### config.mk
export PLATFORM = sky130hd
export DESIGN_NAME = sel_type_pipe_flat
export DESIGN_NICKNAME = d
export VERILOG_FILES = /design/src/rtl/sel_type_pipe_if.sv /design/src/rtl/sel_type_pipe.sv /design/src/flat_wrapper.sv
export SDC_FILE = /design/constraint.sdc
export NUM_CORES = 1
export LEC_CHECK = 0
export BUFFER_PORTS_ARGS = -buffer_cell sky130_fd_sc_hd__buf_2
export CORE_MARGIN = 2
export CORE_UTILIZATION = 56
export DETAILED_ROUTE_END_ITERATION = 12
export GPL_TIMING_DRIVEN = 1
export PLACE_DENSITY = 0.83
export SLEW_MARGIN = 10
export SYNTH_ARGS = -nofsm -noshare
export SYNTH_HDL_FRONTEND = slang
export SYNTH_SLANG_ARGS = --single-unit
### constraint.sdc
create_clock -name clk -period 2.55 [get_ports clk]
set_clock_uncertainty 0.2 [all_clocks]
set_input_delay 0.1275 -clock clk [delete_from_list [all_inputs] [get_ports clk]]
set_output_delay 0.1275 -clock clk [all_outputs]
set_load 0.01 [all_outputs]
### src/rtl/sel_type_pipe_if.sv
// Fetch-to-execute handshake bundle for sel_type_pipe: instruction in, decoded entry out.
interface sel_type_pipe_if #(parameter int XLEN = 32);
  logic            flush;
  logic            in_valid;
  logic            in_ready;
  logic [31:0]     in_instr;
  logic            out_valid;
  logic            out_ready;
  logic [2:0]      out_type;
  logic [XLEN-1:0] out_imm;
  logic [31:0]     out_instr;

  modport master (
    output flush, in_valid, in_instr, out_ready,
    input  in_ready, out_valid, out_type, out_imm, out_instr
  );
  modport slave (
    input  flush, in_valid, in_instr, out_ready,
    output in_ready, out_valid, out_type, out_imm, out_instr
  );
endinterface

### src/rtl/sel_type_pipe.sv
// RV32I format classifier + immediate generator feeding a DEPTH-entry FIFO.
// Optional illegal-instruction counter: define SEL_TYPE_ILL_CNT_EN.
module sel_type_pipe #(
  parameter int XLEN  = 32,
  parameter int DEPTH = 2
) (
  input  logic            clk,
  input  logic            rst_n,
  sel_type_pipe_if.slave  bus
`ifdef SEL_TYPE_ILL_CNT_EN
  ,
  output logic [15:0]     ill_cnt
`endif
);
  localparam int AW = $clog2(DEPTH);

  typedef struct packed {
    logic [2:0]      typ;
    logic [XLEN-1:0] imm;
    logic [31:0]     instr;
  } entry_t;

  entry_t      dec;
  logic [31:0] imm32;
  entry_t      mem [DEPTH];
  logic [AW:0] wptr, rptr;
  logic        full, empty, push, pop;

  always_comb begin
    imm32   = '0;
    dec.typ = 3'b111;
    unique case (bus.in_instr[6:0])
      7'b0110011: dec.typ = 3'b000;
      7'b0010011, 7'b0000011, 7'b1100111, 7'b1110011: begin
        dec.typ = 3'b001;
        imm32   = {{20{bus.in_instr[31]}}, bus.in_instr[31:20]};
      end
      7'b0100011: begin
        dec.typ = 3'b010;
        imm32   = {{20{bus.in_instr[31]}}, bus.in_instr[31:25], bus.in_instr[11:7]};
      end
      7'b1100011: begin
        dec.typ = 3'b011;
        imm32   = {{19{bus.in_instr[31]}}, bus.in_instr[31], bus.in_instr[7],
                   bus.in_instr[30:25], bus.in_instr[11:8], 1'b0};
      end
      7'b0110111, 7'b0010111: begin
        dec.typ = 3'b100;
        imm32   = {bus.in_instr[31:12], 12'b0};
      end
      7'b1101111: begin
        dec.typ = 3'b101;
        imm32   = {{11{bus.in_instr[31]}}, bus.in_instr[31], bus.in_instr[19:12],
                   bus.in_instr[20], bus.in_instr[30:21], 1'b0};
      end
      default: dec.typ = 3'b111;
    endcase
    dec.imm   = XLEN'($signed(imm32));
    dec.instr = bus.in_instr;
  end

  // Extra pointer MSB distinguishes full from empty when the index bits match.
  assign empty = (wptr == rptr);
  assign full  = (wptr[AW] != rptr[AW]) && (wptr[AW-1:0] == rptr[AW-1:0]);
  assign push  = bus.in_valid && !full && !bus.flush;
  assign pop   = !empty && bus.out_ready && !bus.flush;

  assign bus.in_ready  = !full;
  assign bus.out_valid = !empty;
  assign bus.out_type  = mem[rptr[AW-1:0]].typ;
  assign bus.out_imm   = mem[rptr[AW-1:0]].imm;
  assign bus.out_instr = mem[rptr[AW-1:0]].instr;

  always_ff @(posedge clk or negedge rst_n) begin
    if (!rst_n) begin
      wptr <= '0;
      rptr <= '0;
    end else if (bus.flush) begin
      wptr <= '0;
      rptr <= '0;
    end else begin
      if (push) wptr <= wptr + 1'b1;
      if (pop)  rptr <= rptr + 1'b1;
    end
  end

  // Storage is reset so the head reads as zero straight out of reset.
  always_ff @(posedge clk or negedge rst_n) begin
    if (!rst_n) begin
      for (int i = 0; i < DEPTH; i++) mem[i] <= '0;
    end else if (push) begin
      mem[wptr[AW-1:0]] <= dec;
    end
  end

`ifdef SEL_TYPE_ILL_CNT_EN
  always_ff @(posedge clk or negedge rst_n) begin
    if (!rst_n)
      ill_cnt <= '0;
    else if (push && dec.typ == 3'b111 && ill_cnt != 16'hFFFF)
      ill_cnt <= ill_cnt + 16'd1;
  end
`endif
endmodule

### src/flat_wrapper.sv
// flat-port wrapper written by rule: the top's interface ports become plain ports
module sel_type_pipe_flat 
#(
  parameter int XLEN  = 32,
  parameter int DEPTH = 2
)
  (clk, rst_n, bus_flush, bus_in_valid, bus_in_instr, bus_out_ready, bus_in_ready, bus_out_valid, bus_out_type, bus_out_imm, bus_out_instr);
  sel_type_pipe_if #(.XLEN(XLEN)) bus_i ();
  input  logic clk;
  input  logic rst_n;
  input wire logic [$bits(bus_i.flush)-1:0] bus_flush;
  input wire logic [$bits(bus_i.in_valid)-1:0] bus_in_valid;
  input wire logic [$bits(bus_i.in_instr)-1:0] bus_in_instr;
  input wire logic [$bits(bus_i.out_ready)-1:0] bus_out_ready;
  output wire logic [$bits(bus_i.in_ready)-1:0] bus_in_ready;
  output wire logic [$bits(bus_i.out_valid)-1:0] bus_out_valid;
  output wire logic [$bits(bus_i.out_type)-1:0] bus_out_type;
  output wire logic [$bits(bus_i.out_imm)-1:0] bus_out_imm;
  output wire logic [$bits(bus_i.out_instr)-1:0] bus_out_instr;
  assign bus_i.flush = bus_flush;
  assign bus_i.in_valid = bus_in_valid;
  assign bus_i.in_instr = bus_in_instr;
  assign bus_i.out_ready = bus_out_ready;
  assign bus_in_ready = bus_i.in_ready;
  assign bus_out_valid = bus_i.out_valid;
  assign bus_out_type = bus_i.out_type;
  assign bus_out_imm = bus_i.out_imm;
  assign bus_out_instr = bus_i.out_instr;
  sel_type_pipe #(.XLEN(XLEN), .DEPTH(DEPTH)) u_core (.clk(clk), .rst_n(rst_n), .bus(bus_i));
endmodule
### Yosys cells after proc, flatten, opt, wreduce, memory -nomap -nowiden

Cells that the tools add are included.

| word-level totals | value |
|---|---|
| output and inout port bits | 69 |
| RAM bits | 0 |
| logic and storage cells | 53 |
| ROM bits | 0 |
| memories kept | 0 |
| flip-flop bits (word level) | 138 |
| input bits | 37 |
| latch bits | 0 |

| cells by class | value |
|---|---|
| equality and inequality tests | 13 |
| $add $sub $neg | 2 |
| $mul | 0 |
| div/mod/pow operators | 0 |
| magnitude comparators | 3 |
| shift operators | 0 |
| mux-type cells | 12 |
| reductions and logical operators | 13 |
| bitwise operators | 2 |

Operator list:

| cell | count |
|---|---|
| 2-to-1 mux 67 bit | 4 |
| case mux 32 bit (5 select lines) | 1 |
| bitwise mux 134 bit | 1 |
| demux 67 bit (select 1 bit) | 1 |
| == test 7 bit, second input constant | 4 |
| == test 7 x 6 -> 1 bit, second input constant | 3 |
| case mux 3 bit (6 select lines) | 1 |
| == test 7 x 5 -> 1 bit, second input constant | 2 |
| 2-to-1 mux 2 bit | 4 |
| == test 7 x 2 -> 1 bit, second input constant | 1 |
| logical AND 1 bit | 6 |
| adder 2 x 1 -> 2 bit, second input constant | 2 |
| >= comparator 2 bit, second input constant | 2 |
| inverter 1 -> 2 bit | 2 |
| nonzero test 2 bit | 2 |
| OR reduction 4 bit | 1 |
| logical NOT 1 bit | 3 |
| == test 2 bit | 1 |
| less-than comparator 2 x 1 -> 1 bit, second input constant | 1 |
| OR reduction 2 bit | 1 |
| == test 1 bit | 1 |
| != test 1 bit | 1 |

### Depth between registers and ports, before layout

Gate-level depths: netlist of run 1.

| depth | value |
|---|---|
| depth after elaboration | 7 |
| mapped depth | 8 |
| gate-level depth less buffers | 5 |

### Worst setup path before layout of run 1

OpenSTA, ideal clock, no wires.

| path | value |
|---|---|
| kind | reg-to-reg |
| start | register u_core.rptr[1] |
| end | register u_core.mem[26] (netlist name) |
| setup time | 0.117 ns |
| period minus slack after synthesis | 1.911 ns |
| arrival | 1.594 ns |
| path buffers | 3 |
| stages on the path, launching flop included | 9 |
| slack | 0.639 ns |
| cell sequence | dfrtp_1 xor2_1 and2_4 or3_1 buf_2 buf_6 buf_6 nand2_1 nand2_1 |

| on the way | value |
|---|---|
| longest elaborated chain between the ends | 5 |

RTL lines:

| element | RTL line | text |
|---|---|---|
| from (decl) | sel_type_pipe.sv:26 | `logic [AW:0] wptr, rptr;` |
| from (signal assigned) | sel_type_pipe.sv:83 | `if (pop) rptr <= rptr + 1'b1;` |
| != test 1 bit | sel_type_pipe.sv:64 | `assign full = (wptr[AW] != rptr[AW]) && (wptr[AW-1:0] == rptr[AW-1:0]);` |
| logical AND 1 bit | sel_type_pipe.sv:64 |  |
| logical NOT 1 bit | sel_type_pipe.sv:65 | `assign push = bus.in_valid && !full && !bus.flush;` |
| logical AND 1 bit (2 in series) | sel_type_pipe.sv:65 |  |
| to (signal, indexed assignment) | sel_type_pipe.sv:92 | `mem[wptr[AW-1:0]] <= dec;` |
| to (decl) | sel_type_pipe.sv:25 | `entry_t mem [DEPTH];` |

No other way between the ends.
A chain may end at the register's enable or synchronous reset.

### Worst setup path in the final report of run 1

| path | value |
|---|---|
| start | register u_core.rptr[1] |
| end | register u_core.mem[117] (netlist name) |

The elaborated chain is that of the path after synthesis.

==> results of run 1 <==
## placed cells by master (no fill, tap or decap), types with 2 or more instances in the layout
cell | synthesis | final
nand3b_1 | 2 | 2
buf_2 | 18 | 104
nor2_1 | 56 | 56
a31oi_1 | 22 | 22
xnor2_1 | 2 | 2
xor2_1 | 4 | 4
a22o_1 | 12 | 12
clkbuf_8 | 0 | 2
nand3_1 | 5 | 5
mux2_2 | 68 | 68
a22oi_1 | 4 | 4
dfrtp_1 | 138 | 137
inv_1 | 2 | 2
a21oi_1 | 31 | 31
nor2b_1 | 5 | 5
nor3_4 | 0 | 2
nor2_2 | 2 | 2
clkinv_2 | 0 | 2
clkinvlp_4 | 0 | 2
nand2_1 | 225 | 225
buf_12 | 0 | 3
o21ai_0 | 13 | 13
or3_2 | 0 | 2
nor3_1 | 4 | 4
a211oi_1 | 2 | 2
bufinv_16 | 0 | 5
nor2_4 | 2 | 2
clkbuf_16 | 0 | 17
dlygate4sd3_1 | 0 | 36
buf_4 | 2 | 11
a2111oi_0 | 2 | 2
## worst max-delay path by stage
stage / startpoint / endpoint / slack [ns] / depth (start not counted)
6_report: u_core.rptr[1] / u_core.mem[117] / 0.18 / 5
5_1_grt: u_core.rptr[1] / u_core.mem[117] / 0.11 / 5
4_1_cts: u_core.rptr[1] / u_core.mem[117] / 0.18 / 5
3_5_place_dp: u_core.rptr[1] / u_core.mem[116] / 0.24 / 5
3_3_place_gp: u_core.rptr[1] / u_core.mem[118] / 0.30 / 5
2_1_floorplan: u_core.rptr[1] / u_core.mem[26] / 0.64 / 8
## power by group
group          internal (µW)  switching, µW
clock network           1780            927
logic                   1260           1450
registers               2900            405
## layer usage
metal / wire length [µm] / up-vias / GRT usage / part of all wire
met5: 0 / - / 0 / 0
met4: 293 / 0 / 0.0864 / 0.017
met3: 1120 / 37 / 0.0804 / 0.067
met2: 8600 / 227 / 0.481 / 0.51
met1: 6870 / 2733 / 0.361 / 0.41
li1: - / 2490 / - / -
## registers in the layout (all words and copies together) (netlist names)
| name | cells |
|---|---|
| u_core.mem | 134 |
| u_core.rptr | 2 |
| u_core.wptr | 2 |
## synthesized netlist by cell type (all sizes together) (4+ instances only)
| library cell | n |
|---|---|
| nor3 | 6 |
| nand3 | 5 |
| xor2 | 4 |
| a31oi | 22 |
| a22o | 12 |
| nor2 | 60 |
| buf | 22 |
| dfrtp | 138 |
| nand2 | 225 |
| nor2b | 5 |
| a22oi | 4 |
| mux2 | 68 |
| a21oi | 31 |
| clkbuf | 22 |
| o21ai | 14 |
## final cells by class
class,count,share of cell area
multi-input combinational,483,0.341
sequential,138,0.427
clock inverter,11,0.0238
inverter,2,0.000928
clock buffer,20,0.0565
tap,143,0.0221
timing repair buffer,155,0.128
## through the flow
step           instance area [µm²]  instances   util  hold WS, ns  total power, µW
4_1_cts                       8090        952  0.714       0.0276             8710
2_1_floorplan                 6420        667      -       -0.368             4940
6_report                      8090        952  0.714       0.0162             8720
5_1_grt                       8090        952  0.714       0.0516             9170
3_5_place_dp                  7080        885  0.625      -0.0996             5930
3_3_place_gp                  7080        885  0.625       -0.105             5790
## cell families (layout without fill, tap and decap cells)
family                    count (synthesis)  in the layout  share of synthesized area
buffers and inverters                    46            188                     0.0339
and+or+nand+nor                         312            312                      0.203
xor gates and xnor gates                  6              6                    0.00819
DFF                                     138            138                      0.538
muxes                                    68             68                      0.119
AOI/OAI and AO/OA                        97             97                     0.0979
## what timing repair did
action                    CTS  global route
gates resized for setup     0             0
hold endpoints to repair  270             0
hold buffers               36             0
## worst max-delay path, delay by kind of cell, from the launching register on
family / cells / cell delay, ns
and+or+nand+nor: 2 / 1.08
DFF: 1 / 0.43
AOI/OAI and AO/OA: 2 / 0.30
xor gates and xnor gates: 1 / 0.21
==> flow_summary.json, run 1 <==
{
  "synth_area_um2": 6420,
  "cp_cell_sequence": "xnor2_1 > o21ai_1 > or3_2 > nor2_2 > a21oi_1",
  "setup_tns_ns": 0,
  "postCtsSetupRepairBufs": 0,
  "routed_wl_mm": 16.9,
  "synth_edf_count": 0,
  "power.leakage_uw": 0.00392,
  "dr.pass1.iters": 5,
  "drt-vias-per-instance": 5.76,
  "clk_latency_ns": 0.42,
  "post-dp-hpwl_mm": 10.5,
  "worst_setup_path_end_kind": "flop",
  "power_density_nw_per_um2": 1080,
  "worst_path_largest_cell_delay_ns": 0.69,
  "core_um2": 11300,
  "crit_type": "flop to flop",
  "nFillCells": 734,
  "synthTopCellsByArea": "dfrtp_1 54%, nand2_1 13%, mux2_2 12%, nor2_1 3.3%, a21oi_1 2.4%",
  "cp_max_fo": 21,
  "status": "completed",
  "synth.avg_cell_area_um2": 9.62,
  "finalCritPeriodShare": 0.929,
  "max_freq_mhz": 422,
  "finalSetupViolations": 0,
  "synth_warnings": 0,
  "ys_types": 44,
  "wl_per_cell_um": 17.7,
  "timing.rr.end": "u_core.mem[117]",
  "antenna_found_initial": 0,
  "area_growth_pct": 26.0,
  "port_buffers": 105,
  "reg2reg_setup_slack_ns": 0.18,
  "grt_setup_unrepaired": "false",
  "finalCriticalPeriod_ns": 2.37,
  "ys_seq_elements": 138,
  "r2r_start": "u_core.rptr[1]",
  "cp_data_required_time_ns": 2.63,
  "grt_max_degree": 89,
  "start_kind": "flop",
  "grt.total_usage": 0.285,
  "cts_root_buf": "clkbuf_16",
  "seq_area_frac_synth": 0.538,
  "die_height_um": 111,
  "nets": 834,
  "drc_errors": 0,
  "dieArea_um2": 12300,
  "synth_nets": 704,
  "synthArstFlopShare": 1.00,
  "vias": 5487,
  "cts_tree": "built",
  "synth-main-ff-cell": "dfrtp_1",
  "gp_congestion": 0.839,
  "placementRows": 39,
  "grt_pass1_vias": 5630,
  "drive_above_1_share": 0.287,
  "io_pins": 106,
  "clkSinkCount": 138,
  "netlist.area_leader.share": 0.538,
  "synth_top_cell_by_area": "dfrtp_1",
  "setup_slack_ns": 0.182,
  "dp_slack_ns": 0.238,
  "cts_max_path_buffers": 2,
  "relSlewSlack": 0.591,
  "grt-ovfl-total": 0,
  "vdd_drop_max_mv": 0.616,
  "antenna_left": 0,
  "cts.htree.levels": 4,
  "hold_viol_final": 0,
  "start_util": 0.567,
  "cts_buffers": 17,
  "grt_pass1_wl_mm": 28.1,
  "multiInputGateArea_um2": 2760,
  "hp-class": "input pin to asynchronous set/reset pin",
  "drt_iter0_drc": 598,
  "reg2reg_depth": 5,
  "worst_slew_pin_slew_ns": 0.613,
  "drv_cap": 0,
  "slew_violations": 0,
  "synthCells": 667,
  "antenna_cells": 0,
  "clkTransAtPathRegs_ns": 0.06,
  "regArea_um2": 3450,
  "slowest_stage": "or3_2",
  "die_x_um": 111,
  "cp.arrival_ns": 2.45
}
Power figures use the tool's default switching activity.
==> run 2: changes to the inputs <==
--- a/config.mk
+++ b/config.mk
@@ -6,6 +6,7 @@
 export NUM_CORES = 1
 export LEC_CHECK = 0
 export BUFFER_PORTS_ARGS = -buffer_cell sky130_fd_sc_hd__buf_2
+export CORE_ASPECT_RATIO = 0.6
 export CORE_MARGIN = 2
 export CORE_UTILIZATION = 56
 export DETAILED_ROUTE_END_ITERATION = 12
==> constraint.sdc (replaced) <==
create_clock -name clk -period 2.35 [get_ports clk]
set_clock_uncertainty 0.2 [all_clocks]
set_input_delay 0.1175 -clock clk [delete_from_list [all_inputs] [get_ports clk]]
set_output_delay 0.1175 -clock clk [all_outputs]
set_load 0.01 [all_outputs]
==> run 2 against run 1 <==
Power increased by 7.9%. Die area increased by 0.23%. Maximum frequency increased by 9.3%. Final area decreased by 0.32%. First-iteration DRC count decreased by 3.0%. Critical path depth increased by 1. Final cell count decreased by 0.21%. Register-to-register slack about the same. Via count increased by 2.8%. Sequential power increased by 9.4%. Largest cell class unchanged.
==> flow_summary.json, run 2 (synthesis results as in run 1) <==
{
  "slew_violations": 0,
  "cp.arrival_ns": 2.25,
  "power.leakage_uw": 0.00389,
  "post-dp-hpwl_mm": 11.0,
  "timing.rr.end": "u_core.mem[50]",
  "final_cell_mix": "225 x nand2_1, 137 x dfrtp_1, 104 x buf_2",
  "worst_slew_pin_slew_ns": 0.767,
  "crit_type": "flop to flop",
  "setup_tns_ns": 0,
  "cts_root_buf": "clkbuf_16",
  "grt.total_usage": 0.304,
  "final_common_cell": "nand2_1",
  "antenna_cells": 0,
  "drive_above_1_share": 0.283,
  "start_kind": "flop",
  "die_height_um": 86.9,
  "io_pins": 106,
  "grt_pass1_vias": 5441,
  "postCtsSetupRepairBufs": 0,
  "placementRows": 30,
  "gp_congestion": 0.875,
  "finalPower_uw": 9400,
  "core_um2": 11200,
  "max_freq_mhz": 462,
  "antenna_found_initial": 0,
  "regMostFlops": "u_core.mem",
  "largest_reg_flops": 134,
  "nets": 830,
  "wl_per_cell_um": 19.0,
  "antenna_left": 0,
  "cts_tree": "built",
  "grt_setup_unrepaired": "false",
  "top_regs": "u_core.mem (134), u_core.rptr (2), u_core.wptr (2)",
  "power_density_nw_per_um2": 1170,
  "relSlewSlack": 0.489,
  "worst_setup_path_end_kind": "flop",
  "clk_latency_ns": 0.42,
  "cp-endpoint": "u_core.mem[50]",
  "clkSinkCount": 138,
  "finalCritPeriodShare": 0.922,
  "fin_hold_ws_ns": 0.141,
  "r2r_start": "u_core.rptr[1]",
  "dieArea_um2": 12400,
  "grt_pass1_wl_mm": 28.4,
  "cts_max_path_buffers": 2,
  "die_x_um": 142,
  "startpoint": "u_core.rptr[1]",
  "drt-vias-per-instance": 5.94,
  "grt-ovfl-total": 0,
  "area_growth_pct": 25.6,
  "finalCriticalPeriod_ns": 2.17,
  "routed_wl_mm": 18.1,
  "hp-class": "input pin to asynchronous set/reset pin",
  "dr.pass1.iters": 5,
  "start_util": 0.572,
  "drt_iter0_drc": 580,
  "cp_data_required_time_ns": 2.44,
  "status": "completed",
  "hold_viol_final": 0,
  "finalSetupViolations": 0,
  "reg2reg_depth": 6,
  "reg2reg_setup_slack_ns": 0.18,
  "clkTransAtPathRegs_ns": 0.06,
  "drc_errors": 0,
  "cp_max_fo": 51,
  "port_buffers": 105,
  "nFillCells": 748,
  "cts_buffers": 17,
  "drv_cap": 0,
  "grt_max_degree": 139,
  "vdd_drop_max_mv": 0.637,
  "vias": 5642,
  "cts.htree.levels": 4
}
## run 2: cell count changes in the layout (fill, tap and decap cells not counted), sizes merged
cell,before,now
bufinv,5,3
buf,119,115
clkinv,3,4
clkinvlp,2,4
clkbuf,20,21
inv,3,2
## run 2: critical path: stages (launching register included)
cell     delay, ns
dfrtp_1       0.43
xor2_1        0.19
and2_4        0.18
or3_2         0.48
buf_12        0.20
nor2_4        0.23
a21oi_1       0.12
## run 2: power by group
group | internal [µW] | switching [µW]
clock network | 1750 | 1040
logic | 1380 | 1620
registers | 3150 | 471
total | 6280 | 3130
## run 2: area by class of cell
class	count	area (µm²)	share of cell area
clock inverters	11	144	0.0179
well taps	144	180	0.0224
repair buffers	151	1040	0.129
inverters	2	7.51	0.000931
clock buffers	21	470	0.0584
multi-input cells	483	2770	0.343
flip-flops and latches	138	3450	0.429
## run 2: timing repair
item	CTS	global route
hold endpoints to repair	268	0
resized for setup	0	1
hold buffers	36	0
endpoints found under the setup margin	0	2
## run 2: worst min-delay path by stage
stage	depth (start not counted)	start	end	slack, ns
2_1_floorplan	0	rst_n	u_core.mem[0]	-0.38
3_3_place_gp	2	rst_n	u_core.wptr[0]	0.08
3_5_place_dp	2	rst_n	u_core.wptr[0]	0.1
4_1_cts	3	rst_n	u_core.wptr[0]	0.21
5_1_grt	3	rst_n	u_core.rptr[0]	0.25
6_report	3	rst_n	u_core.rptr[0]	0.14
## run 2: through the flow
step	setup slack [ns]	instances	cell area, µm²	utilization
finish	0.184	950	8060	0.718
global route	0.0651	950	8060	0.718
CTS	0.179	950	8060	0.718
floorplan	0.439	667	6420	-
detailed placement	0.208	882	7080	0.631
global placement	0.283	882	7080	0.631
## run 2: per-layer routing
layer	vias to the layer above	GRT usage	wire length [µm]
met4	0	0.114	476
met3	56	0.0737	1770
met5	-	0	0
li1	2490	-	-
met1	2743	0.426	7590
met2	353	0.467	8230
==> run 3: changes to the inputs <==
--- a/config.mk
+++ b/config.mk
@@ -12,6 +12,7 @@
 export DETAILED_ROUTE_END_ITERATION = 12
 export GPL_TIMING_DRIVEN = 1
 export PLACE_DENSITY = 0.83
+export RECOVER_POWER = 50
 export SLEW_MARGIN = 10
 export SYNTH_ARGS = -nofsm -noshare
 export SYNTH_HDL_FRONTEND = slang
==> run 3 against run 2 <==
Non-clock buffer count unchanged. Register-to-register slack about the same. Clock power about the same. Utilization fell by 0.41 points. Critical path type unchanged. Highest routed layer unchanged.
==> flow_summary.json, run 3 (synthesis results as in run 1) <==
{
  "status": "completed",
  "final_common_cell": "nand2_1",
  "postCtsSetupRepairBufs": 0,
  "clkSinkCount": 138,
  "cts_buffers": 17,
  "regMostFlops": "u_core.mem",
  "antenna_left": 0,
  "fin_util": 0.714,
  "finalCritPeriodShare": 0.923,
  "drc_errors": 0,
  "vias": 5590,
  "clk_latency_ns": 0.41,
  "cts_max_path_buffers": 2,
  "dieArea_um2": 12400,
  "crit_type": "flop to flop",
  "reg2reg_depth": 6,
  "path_delay_family": "simple AND/OR/NAND/NOR gates",
  "dp_slack_ns": 0.208,
  "antenna_cells": 0,
  "worst_path_largest_cell_delay_ns": 0.48,
  "hp-class": "flop to flop",
  "gp_congestion": 0.875,
  "fin_hold_ws_ns": 0.270,
  "crit_buf_inv": 1,
  "slew_violations": 0,
  "grt_setup_unrepaired": "false",
  "whs_path_depth": 2,
  "cts.htree.levels": 4,
  "max_freq_mhz": 461,
  "largest_reg_flops": 134,
  "routed_wl_mm": 18.0,
  "placementRows": 30,
  "cp_data_required_time_ns": 2.43,
  "start_kind": "flop",
  "grt.total_usage": 0.304,
  "vdd_drop_max_mv": 0.636,
  "grt_pass1_vias": 5441,
  "port_buffers": 105,
  "finalSetupViolations": 0,
  "drive_above_1_share": 0.264,
  "final_cell_mix": "225 x nand2_1, 138 x dfrtp_1, 91 x buf_2",
  "hold_start": "u_core.mem[2]",
  "power_density_nw_per_um2": 1170,
  "drv_cap": 0,
  "nFillCells": 763,
  "grt_pass1_wl_mm": 28.4,
  "worst_slew_pin_slew_ns": 1.25,
  "clkTransAtPathRegs_ns": 0.06,
  "setup_slack_ns": 0.182,
  "cts_tree": "built",
  "io_pins": 106,
  "drt-vias-per-instance": 5.88,
  "relSlewSlack": 0.166,
  "slowest_stage": "or3_2",
  "die_x_um": 142,
  "cp.arrival_ns": 2.25,
  "holdPathEnd": "u_core.mem[2]",
  "top_regs": "u_core.mem (134), u_core.rptr (2), u_core.wptr (2)",
  "grt_max_degree": 139,
  "die_height_um": 86.9,
  "post-dp-hpwl_mm": 11.0,
  "power.leakage_uw": 0.00385,
  "timing.rr.end": "u_core.mem[50]",
  "cp_cell_sequence": "xor2_1 > and2_4 > or3_2 > buf_12 > nor2_4 > a21oi_1",
  "start_util": 0.572,
  "area_growth_pct": 24.9,
  "cts_root_buf": "clkbuf_16",
  "setup_tns_ns": 0,
  "wl_per_cell_um": 19.0,
  "worst_setup_path_end_kind": "flop",
  "cp_max_fo": 51,
  "reg2reg_setup_slack_ns": 0.18,
  "finalCriticalPeriod_ns": 2.17,
  "nets": 830,
  "core_um2": 11200,
  "grt-ovfl-total": 0,
  "dr.pass1.iters": 6,
  "antenna_found_initial": 0,
  "hold_viol_final": 0,
  "drt_iter0_drc": 590,
  "r2r_start": "u_core.rptr[1]"
}
-- run 3: changes by cell type in the layout (fill, tap and decap cells not counted), moves of 2 or more --
cell	delta
clkbuf_1	+13
buf_2	-13
buf_12	-3
buf_4	-2
buf_6	+3
-- run 3: timing repair --
| action | CTS | global route |
|---|---|---|
| gates resized for setup | 0 | 1 |
| hold endpoints to repair | 268 | 0 |
| endpoints found under the setup margin | 0 | 2 |
| hold buffers | 36 | 0 |
-- run 3: metal layers --
metal	vias up	routed length (µm)	GRT usage
li1	2491	-	-
met1	2717	7590	0.426
met2	333	8180	0.467
met3	49	1850	0.0737
met4	0	429	0.114
met5	-	0	0
-- run 3: how the worst max path moves through the flow --
stage / cells past startpoint / slack, ns / from / end
detailed placement: 6 / 0.21 / u_core.rptr[1] / u_core.mem[49]
global route: 6 / 0.06 / u_core.rptr[1] / u_core.mem[109]
floorplan: 8 / 0.44 / u_core.rptr[1] / u_core.mem[26]
CTS: 6 / 0.18 / u_core.rptr[1] / u_core.mem[118]
global placement: 6 / 0.28 / u_core.rptr[1] / u_core.mem[45]
finish: 6 / 0.18 / u_core.rptr[1] / u_core.mem[50]
-- run 3: layout make-up --
| cell class | instances | area [µm²] | share of cell area |
|---|---|---|---|
| Multi-Input combinational cell | 483 | 2770 | 0.345 |
| Timing Repair Buffer | 151 | 993 | 0.124 |
| Clock inverter | 11 | 144 | 0.0180 |
| Inverter | 2 | 7.51 | 0.000937 |
| Sequential cell | 138 | 3450 | 0.431 |
| Tap cell | 144 | 180 | 0.0225 |
| Clock buffer | 21 | 470 | 0.0587 |
-- run 3: metrics by stage --
stage / area, µm² / total power (µW) / cells
detailed placement: 7080 / 6490 / 882
finish: 8010 / 9360 / 950
global route: 8010 / 9810 / 950
floorplan: 6420 / 5360 / 667
CTS: 8060 / 9350 / 950
global placement: 7080 / 6320 / 882
-- run 3: worst register-to-register path, cell delays in order, from the launching register on --
cell,delay (ns)
dfrtp_1,0.43
xor2_1,0.19
and2_4,0.18
or3_2,0.48
buf_12,0.20
nor2_4,0.24
a21oi_1,0.12
-- run 3: power by group --
group	internal, µW	switching, µW	total (µW)
clock network	1750	1030	2780
logic	1330	1630	2960
registers	3150	471	3620
total	6230	3130	9360
